**src/rtl/uart_pkg.sv**
```systemverilog
// Constants and types shared by the keypad/LED UART transmitter and receiver.
// 8N1 framing at 9600 baud from a 27 MHz core clock.
package uart_pkg;

  localparam int CLK_FREQ_HZ      = 27_000_000;
  localparam int BAUD             = 9600;
  localparam int CLKS_PER_BIT_DEF = 2813;
  localparam int DATA_BITS        = 8;

  typedef enum logic [2:0] {
    WAIT_IDLE,
    IDLE,
    START,
    DATA,
    STOP
  } uart_rx_state_t;

endpackage

```
**src/rtl/sync_2ff.sv**
```systemverilog
// Multi-flop synchroniser for an asynchronous single-bit input; 1 cycle per stage latency.
// No backpressure; all stages load RST_VAL on synchronous active-low reset.
module sync_2ff #(
  parameter int   STAGES  = 2,
  parameter logic RST_VAL = 1'b1
) (
  input  logic clk,
  input  logic rst,
  input  logic d,
  output logic q
);

  logic [STAGES-1:0] sync_q;
  logic [STAGES-1:0] sync_d;

  always_comb begin
    sync_d    = sync_q;
    sync_d[0] = d;
    for (int i = 1; i < STAGES; i++) begin
      sync_d[i] = sync_q[i-1];
    end
  end

  always_ff @(posedge clk) begin
    if (!rst) begin
      sync_q <= {STAGES{RST_VAL}};
    end else begin
      sync_q <= sync_d;
    end
  end

  assign q = sync_q[STAGES-1];

endmodule

```
**src/rtl/uart_rx_core.sv**
```systemverilog
// 8N1 UART receiver feeding a one-entry valid/ready holding register; byte valid 2+HALF_BIT+9*CLKS_PER_BIT cycles after the start edge.
// A byte finishing while the register is full and not being consumed is dropped and flags sticky overrun.
module uart_rx_core
  import uart_pkg::*;
#(
  parameter int CLKS_PER_BIT = CLKS_PER_BIT_DEF,
  parameter int HALF_BIT     = CLKS_PER_BIT / 2,
  parameter int SYNC_STAGES  = 2
) (
  input  logic                 clk,
  input  logic                 rst,
  input  logic                 rx,
  output logic [DATA_BITS-1:0] rx_data,
  output logic                 rx_valid,
  input  logic                 rx_ready,
  output logic                 frame_err,
  output logic                 overrun,
  input  logic                 overrun_clr,
  output logic                 busy
);

  localparam int            CW        = $clog2(CLKS_PER_BIT);
  localparam logic [CW-1:0] BIT_LAST  = CW'(CLKS_PER_BIT - 1);
  localparam logic [CW-1:0] HALF_LAST = CW'(HALF_BIT - 1);
  localparam logic [2:0]    IDX_LAST  = 3'(DATA_BITS - 1);

  uart_rx_state_t       state_q, state_d;
  logic [CW-1:0]        cnt_q, cnt_d;
  logic [2:0]           bit_idx_q, bit_idx_d;
  logic [DATA_BITS-1:0] shreg_q, shreg_d;
  logic [DATA_BITS-1:0] rx_data_q, rx_data_d;
  logic                 rx_valid_q, rx_valid_d;
  logic                 frame_err_q, frame_err_d;
  logic                 overrun_q, overrun_d;
  logic                 rx_prev_q, rx_prev_d;

  logic rx_s;
  logic consume;
  logic load;
  logic drop;

  sync_2ff #(
    .STAGES  (SYNC_STAGES),
    .RST_VAL (1'b1)
  ) u_rx_sync (
    .clk (clk),
    .rst (rst),
    .d   (rx),
    .q   (rx_s)
  );

  always_comb begin
    state_d     = state_q;
    cnt_d       = cnt_q;
    bit_idx_d   = bit_idx_q;
    shreg_d     = shreg_q;
    rx_data_d   = rx_data_q;
    frame_err_d = 1'b0;
    rx_prev_d   = rx_s;
    load        = 1'b0;
    drop        = 1'b0;
    consume     = rx_valid_q && rx_ready;

    case (state_q)
      // Line must stay high a full bit time before a falling edge counts as a start bit.
      WAIT_IDLE: begin
        if (!rx_s) begin
          cnt_d = '0;
        end else if (cnt_q == BIT_LAST) begin
          state_d = IDLE;
          cnt_d   = '0;
        end else begin
          cnt_d = cnt_q + 1'b1;
        end
      end

      IDLE: begin
        if (rx_prev_q && !rx_s) begin
          state_d = START;
          cnt_d   = '0;
        end
      end

      START: begin
        if (cnt_q == HALF_LAST) begin
          cnt_d = '0;
          if (!rx_s) begin
            state_d   = DATA;
            bit_idx_d = '0;
          end else begin
            state_d = IDLE;
          end
        end else begin
          cnt_d = cnt_q + 1'b1;
        end
      end

      DATA: begin
        if (cnt_q == BIT_LAST) begin
          cnt_d     = '0;
          shreg_d   = {rx_s, shreg_q[DATA_BITS-1:1]};
          bit_idx_d = bit_idx_q + 1'b1;
          if (bit_idx_q == IDX_LAST) begin
            state_d = STOP;
          end
        end else begin
          cnt_d = cnt_q + 1'b1;
        end
      end

      STOP: begin
        if (cnt_q == BIT_LAST) begin
          cnt_d = '0;
          if (rx_s) begin
            state_d = IDLE;
            if (!rx_valid_q || consume) begin
              load = 1'b1;
            end else begin
              drop = 1'b1;
            end
          end else begin
            state_d     = WAIT_IDLE;
            frame_err_d = 1'b1;
          end
        end else begin
          cnt_d = cnt_q + 1'b1;
        end
      end

      default: begin
        state_d = WAIT_IDLE;
        cnt_d   = '0;
      end
    endcase

    if (load) begin
      rx_data_d = shreg_q;
    end
    // A load on the consume edge keeps the register full with the new byte.
    rx_valid_d = load || (rx_valid_q && !consume);
    overrun_d  = drop || (overrun_q && !overrun_clr);
  end

  always_ff @(posedge clk) begin
    if (!rst) begin
      state_q     <= WAIT_IDLE;
      cnt_q       <= '0;
      bit_idx_q   <= '0;
      shreg_q     <= '0;
      rx_data_q   <= '0;
      rx_valid_q  <= 1'b0;
      frame_err_q <= 1'b0;
      overrun_q   <= 1'b0;
      rx_prev_q   <= 1'b1;
    end else begin
      state_q     <= state_d;
      cnt_q       <= cnt_d;
      bit_idx_q   <= bit_idx_d;
      shreg_q     <= shreg_d;
      rx_data_q   <= rx_data_d;
      rx_valid_q  <= rx_valid_d;
      frame_err_q <= frame_err_d;
      overrun_q   <= overrun_d;
      rx_prev_q   <= rx_prev_d;
    end
  end

  assign rx_data   = rx_data_q;
  assign rx_valid  = rx_valid_q;
  assign frame_err = frame_err_q;
  assign overrun   = overrun_q;
  assign busy      = (state_q != IDLE) && (state_q != WAIT_IDLE);

endmodule
```
**config.mk**
```make
export PLATFORM = sky130hd
export DESIGN_NAME = uart_rx_core
export DESIGN_NICKNAME = d
export VERILOG_FILES = /design/src/rtl/uart_pkg.sv /design/src/rtl/sync_2ff.sv /design/src/rtl/uart_rx_core.sv
export SDC_FILE = /design/constraint.sdc
export NUM_CORES = 1
export LEC_CHECK = 0
export BUFFER_PORTS_ARGS = -buffer_cell sky130_fd_sc_hd__buf_2
export CAP_MARGIN = 5
export CORE_MARGIN = 3
export CORE_UTILIZATION = 40
export DETAILED_ROUTE_END_ITERATION = 7
export PLACE_DENSITY = 0.61
export SYNTH_ARGS = -nofsm -noshare
export SYNTH_HDL_FRONTEND = slang
export SYNTH_SLANG_ARGS = --single-unit
```
**constraint.sdc**
```tcl
create_clock -name clk -period 1.7 [get_ports clk]
set_input_delay 0.34 -clock clk [delete_from_list [all_inputs] [get_ports clk]]
set_output_delay 0.34 -clock clk [all_outputs]
set_load 0.02 [all_outputs]
```
==> flow_summary_export.csv, run 1 <==
group,metric,value,unit
die,core,4500,um^2
timing,rsz0062_at_grt,"true",
routing,first_pass_iters,4,
cts,htree_levels,2,
logic_synthesis,synth_top_family_by_area,"simple AND/OR/NAND/NOR gates",
grt,grt_pass1_vias,1572,
run_status,violations,"negative setup slack",
timing,fin_crit_sh,107,%
placed_design,gp_congestion,0.857,
placed_design,placed_cells,324,
cts,postCtsHoldBufs,0,
setup_path,cp_max_fo,5,
setup_path,cp-start-kind,"register",
logic_synthesis,syn_area,1930,um^2
routing,drt_iter0_drc,111,
run_status,status,"finished with violations",
final_layout,num_antenna_cells,0,
logic_synthesis,synth_compound_area_share,17.9,%
power_and_ir_drop,total_power,1.97,mW
timing,max_slew.worst_pin.slew,339,ps
logic_synthesis,synthCells,237,
logic_synthesis,postSynthAreaPerCell,8.13,um^2
setup_path,slowest_stage,"dfxtp_2",
placed_design,post_dp_cell_area,2290,um^2
cts,cts-root-buf,"clkbuf_8",
logic_synthesis,synth-adder-area-share,3.25,%
routing,wl_met3,185,um
grt,grt_usage,16.5,%
setup_path,crit_required,1930,ps
logic_synthesis,synth-xor-area-share,1.82,%
routing,vias_per_cell,5.32,
setup_path,critPathMaxStageDelay,330,ps
timing,fmax,0.552,GHz
routing,routedWlPerCell,14.0,um
final_layout,nets,294,
logic_synthesis,postSynthNetCount,247,
final_layout,post-route-util,58.6,%
job,max-cap-violations,0,
placed_design,hpwl,3180,um
cts,cts.sinks,40,
grt,antenna_found_initial,0,
die,ios,17,
grt,grt_overflow,0,
power_and_ir_drop,power.density,745,nW/um^2
final_layout,final-instance-count-excl-fill,337,
timing,fin_skew,11.9,ps
grt,grt_max_degree,26,
timing,finalHoldViolCount,0,
timing,setup_viol,24,
routing,wl_met2,2140,um
power_and_ir_drop,peakVddDrop,0.425,mV
timing,min_period,1810,ps
setup_path,rrSetupSlack,-110,ps
logic_synthesis,ys_ff_latch,40,
die,die_width,75.4,um
timing,max-slew-margin-rel,77.1,%
die,rows,24,
cts,clkTransAtPathRegs,90,ps
final_layout,fin_area,2640,um^2
setup_path,critical_path_class,"register to register",
final_layout,area.growth.synth_to_final,37.1,%
cts,cts.path.max_buffers,2,
setup_path,worstPathCellList,"inv_2 > ha_4 > and4b_1 > a31oi_4 > buf_6 > a2111oi_4 > buf_4 > nand3_1 > a21oi_1",
logic_synthesis,yosysSeqAreaShare,41.6,%
cts,cts_buffers,5,
timing,finalMaxSlewViolations,0,
logic_synthesis,synth_cell_types,43,
routing,dr_total_vias,1793,
routing,wl,4710,um
die,die_h,75.4,um
placed_design,io_buffers,16,
cts,insertion_delay,300,ps
min_path,hold_path_class,"input port to register",
power_and_ir_drop,leakage,0.997,nW
routing,drcViolationCount,0,
timing,setup_slack,-112,ps
routing,wl_met1,2320,um
logic_synthesis,ys_warn_count,0,
die,start_util,42.8,%
setup_path,crit_arrival,2050,ps
final_layout,final_cell_mix,"dfxtp_1, buf_4, nand2_1",
die,dieArea,5690,um^2
setup_path,critPathCaptureType,"register",
grt,grt_pass1_wl,7270,um
logic_synthesis,synth-simple-area-share,29.0,%
timing,holdWs,229,ps
logic_synthesis,synth.mux.area_fraction,1.04,%
routing,ant_nets,0,
routing,dr.max_layer_used,"met4",
cts,cts_tree,"done",
final_layout,layout-drive-gt1-share,38.6,%
-- layer usage --
metal	vias to the layer above	GRT usage, %
li1	926	-
met3	7	3.56
met2	38	25.5
met4	0	4.66
met1	822	23.1
met5	-	0
-- stage by stage --
step | setup slack, ps | setup TNS, ps
after global routing | -214 | -3430
after detailed placement | -130 | -1730
after floorplan | -19.9 | -57.5
after global placement | -86.8 | -1130
after CTS | -71.7 | -419
final | -112 | -1400
-- Yosys cell counts (all sizes together) --
cell type	instances	area (um^2)
inv	6	22.5
xor2	1	8.76
or3b	1	8.76
a2111oi	1	27.5
a211oi	3	22.5
or3	3	18.8
or2	1	6.26
dfxtp	40	801
mux2i	2	20.0
nor2	15	56.3
o21ai	22	110
a21o	1	7.51
nand3b	3	22.5
o31ai	2	15.0
nand2	29	109
a21oi	15	75.1
buf	7	41.3
and2	4	25.0
nand2b	7	43.8
and3	1	6.26
a22oi	2	15.0
xnor2	3	26.3
nand3	26	130
o22ai	1	6.26
clkbuf	11	41.3
o211ai	1	7.51
nand4	4	40.0
nor2b	2	12.5
a2111o	1	11.3
nor4	2	12.5
and4	2	17.5
a31oi	5	37.5
a221oi	1	8.76
ha	5	62.6
and4bb	1	12.5
nor3	4	20.0
and4b	1	10.0
nor3b	1	7.51
-- worst paths after layout --
kind                       startpoint             endpoint  depth (start not counted)
setup / recovery             cnt_q[1]           shreg_q[4]                          9
hold / removal                     rx  u_rx_sync.sync_q[0]                          2
setup reg to reg             cnt_q[1]           shreg_q[4]                          9
hold reg to reg   u_rx_sync.sync_q[0]  u_rx_sync.sync_q[1]                          1
-- critical path, delay by kind of cell, from the launching register on --
kind / cells / cell delay [ps]
and+or+nand+nor: 2 / 320
buffers and inverters: 3 / 420
AOI/OAI and AO/OA: 3 / 580
DFF: 1 / 330
adders and majority gates: 1 / 120
-- what timing repair did --
| item | 4_1_cts | 5_1_grt |
|---|---|---|
| gates resized for setup | 17 | 35 |
| endpoints found under the setup margin | 23 | 34 |
| pin swaps | 6 | 12 |
| gates cloned | 1 | 0 |
| buffers inserted | 2 | 2 |
-- cells by family after synthesis --
logic type | count (synthesis)
flops | 40
xor+xnor | 4
mux | 2
compound gates | 55
fa+ha+maj | 5
buf+inv | 24
simple gates | 107
-- layout make-up --
cell class	count	area [um^2]
Clock inverter	3	47.5
Timing Repair Buffer	58	430
Tap cell	52	65.1
Sequential cell	40	807
Multi-Input combinational cell	173	1200
Clock buffer	5	68.8
Inverter	6	22.5
Fill cell	400	1860
-- where the power goes --
part           switching (mW)  internal [mW]
combinational           0.112         0.0925
clock                   0.355          0.442
sequential             0.0127          0.953
total                   0.479           1.49
-- registers in the layout, summed over array words and instances (netlist names) --
signal and flops:
state_q 3, rx_prev_q 1, overrun 1, bit_idx_q 3
rx_data 8, cnt_q 12, rx_valid 1, frame_err 1
shreg_q 8, u_rx_sync.sync_q 2
No activity file was read; power rests on OpenSTA's default activity.
==> run 2: changes to the inputs <==
PLACE_DENSITY = 0.67   (was 0.61)
==> flow_summary_export.csv, run 2 (same netlist as run 1, synthesis figures left out) <==
group,metric,value,unit
grt,grt_usage,17.0,%
routing,ant_nets,0,
timing,fin_skew,8.16,ps
setup_path,r2r_start,"cnt_q[1]",
final_layout,area.growth.synth_to_final,32.2,%
grt,grtUsageMet2,26.3,%
grt,globalRouteMet3Util,3.03,%
min_path,hold_path_class,"input port to register",
routing,routedWlPerCell,13.6,um
die,die_width,75.4,um
cts,insertion_delay,300,ps
grt,antenna_found_initial,0,
die,core,4500,um^2
die,dieArea,5690,um^2
final_layout,final_cell_mix,"dfxtp_1, buf_4, nand2_1",
grt,met1_usage,23.0,%
setup_path,crit_arrival,2010,ps
setup_path,cp-start-kind,"register",
routing,vias_per_cell,5.40,
setup_path,crit_required,1900,ps
cts,cts-root-buf,"clkbuf_8",
placed_design,hpwl,3050,um
cts,cts_buffers,5,
cts,htree_levels,2,
final_layout,post-route-util,56.6,%
placed_design,placed_cells,325,
timing,setup_slack,-117,ps
routing,first_pass_iters,4,
routing,wl,4590,um
setup_path,crit_path_start,"cnt_q[1]",
timing,max-slew-margin-rel,74.7,%
setup_path,cp_max_fo,5,
setup_path,critical_path_class,"register to register",
cts,postCtsHoldBufs,0,
die,start_util,42.8,%
final_layout,layout-drive-gt1-share,31.6,%
power_and_ir_drop,power.density,758,nW/um^2
timing,min_period,1820,ps
timing,rsz0062_at_grt,"true",
grt,grt_max_degree,26,
final_layout,fillers,389,
die,die_h,75.4,um
grt,grt_overflow,0,
final_layout,largest_register_ffs,12,
cts,cts.path.max_buffers,2,
timing,max_slew.worst_pin.slew,376,ps
timing,fmax,0.550,GHz
grt,grt_pass1_wl,7490,um
power_and_ir_drop,peakVddDrop,0.301,mV
grt,grt_pass1_vias,1640,
final_layout,regArea,805,um^2
setup_path,critPathMaxStageDelay,440,ps
placed_design,gp_congestion,0.781,
timing,finalMaxSlewViolations,0,
grt,busiest_layer,"met2",
timing,setup_viol,14,
setup_path,r2r-end,"bit_idx_q[2]",
routing,drcViolationCount,0,
cts,cts.sinks,40,
final_layout,final-instance-count-excl-fill,337,
final_layout,num_antenna_cells,0,
die,ios,17,
power_and_ir_drop,leakage,0.991,nW
setup_path,slowest_stage,"a2111o_1",
final_layout,top_register,"cnt_q",
setup_path,r2r_cells,9,
cts,cts_tree,"done",
routing,drt_iter0_drc,124,
die,rows,24,
run_status,violations,"negative setup slack",
routing,dr_total_vias,1820,
setup_path,rrSetupSlack,-120,ps
setup_path,crit_top_cell,"buf_4",
setup_path,crit_path_end,"bit_idx_q[2]",
timing,fin_crit_sh,107,%
final_layout,multi_input_area,1120,um^2
timing,fin_setup_tns,-782,ps
run_status,status,"finished with violations",
setup_path,worstPathCellList,"inv_2 > ha_4 > and4b_1 > a31oi_4 > a2111o_1 > buf_4 > buf_4 > nand2_1 > a21oi_1",
setup_path,critPathCaptureType,"register",
placed_design,io_buffers,16,
final_layout,nets,294,
timing,holdWs,223,ps
cts,clkTransAtPathRegs,80,ps
timing,finalHoldViolCount,0,
job,max-cap-violations,0,
## run 2: cell count changes in the layout (fill, tap and decap cells not counted), moves of 3 or more
cell / previous run / this run
a21oi_2: 8 / 2
nand3_1: 21 / 24
nand3_2: 5 / 2
a21oi_1: 7 / 13
## run 2: how the worst min path moves through the flow
| stage | startpoint | endpoint | cells after the start |
|---|---|---|---|
| after floorplan | u_rx_sync.sync_q[0] | u_rx_sync.sync_q[1] | 1 |
| after global placement | u_rx_sync.sync_q[0] | u_rx_sync.sync_q[1] | 1 |
| final | rx | u_rx_sync.sync_q[0] | 2 |
| after global routing | rx | u_rx_sync.sync_q[0] | 2 |
| after CTS | rx | u_rx_sync.sync_q[0] | 2 |
| after detailed placement | u_rx_sync.sync_q[0] | u_rx_sync.sync_q[1] | 1 |
## run 2: final cells by class
class                      instances  share of cell area [%]
timing repair buffer              58                    16.6
multi-input combinational        173                    44.0
clock inverter                     3                    1.67
tap                               52                    2.55
sequential                        40                    31.6
inverter                           6                   0.884
clock buffer                       5                    2.70
## run 2: report_power, final
part,switching [mW],internal [mW],leakage [nW],total (mW)
Sequential,0.0139,0.953,0.324,0.967
Combinational,0.102,0.0824,0.613,0.185
Clock,0.346,0.434,0.0541,0.780
Total,0.462,1.47,0.991,1.93
## run 2: critical path: cells and delay by family (launching register included)
kind,cells,cell delay (ps)
buffers and inverters,3,370
DFF,1,330
adders and majority gates,1,110
AOI/OAI and AO/OA,3,620
and+or+nand+nor,2,290
## run 2: metrics by stage
step                worst slack (ps)  total power [mW]  instance area (um^2)
floorplan                      -19.9              1.08                  1950
global placement                -119              1.14                  2300
detailed placement              -138              1.14                  2300
CTS                             -108              1.93                  2470
global route                    -225              2.00                  2550
finish                          -117              1.93                  2550
## run 2: routing by layer
| metal | up-vias | routed length [um] |
|---|---|---|
| li1 | 923 | - |
| met1 | 858 | 2200 |
| met4 | 0 | 97 |
| met3 | 8 | 180 |
| met5 | - | 0 |
| met2 | 31 | 2110 |
## run 2: repair_timing
action                     4_1_cts  5_1_grt
resized for setup               15       16
setup endpoints to repair       21       32
buffers inserted                 3        1
pin swaps                        2        3
cloned                           0        0
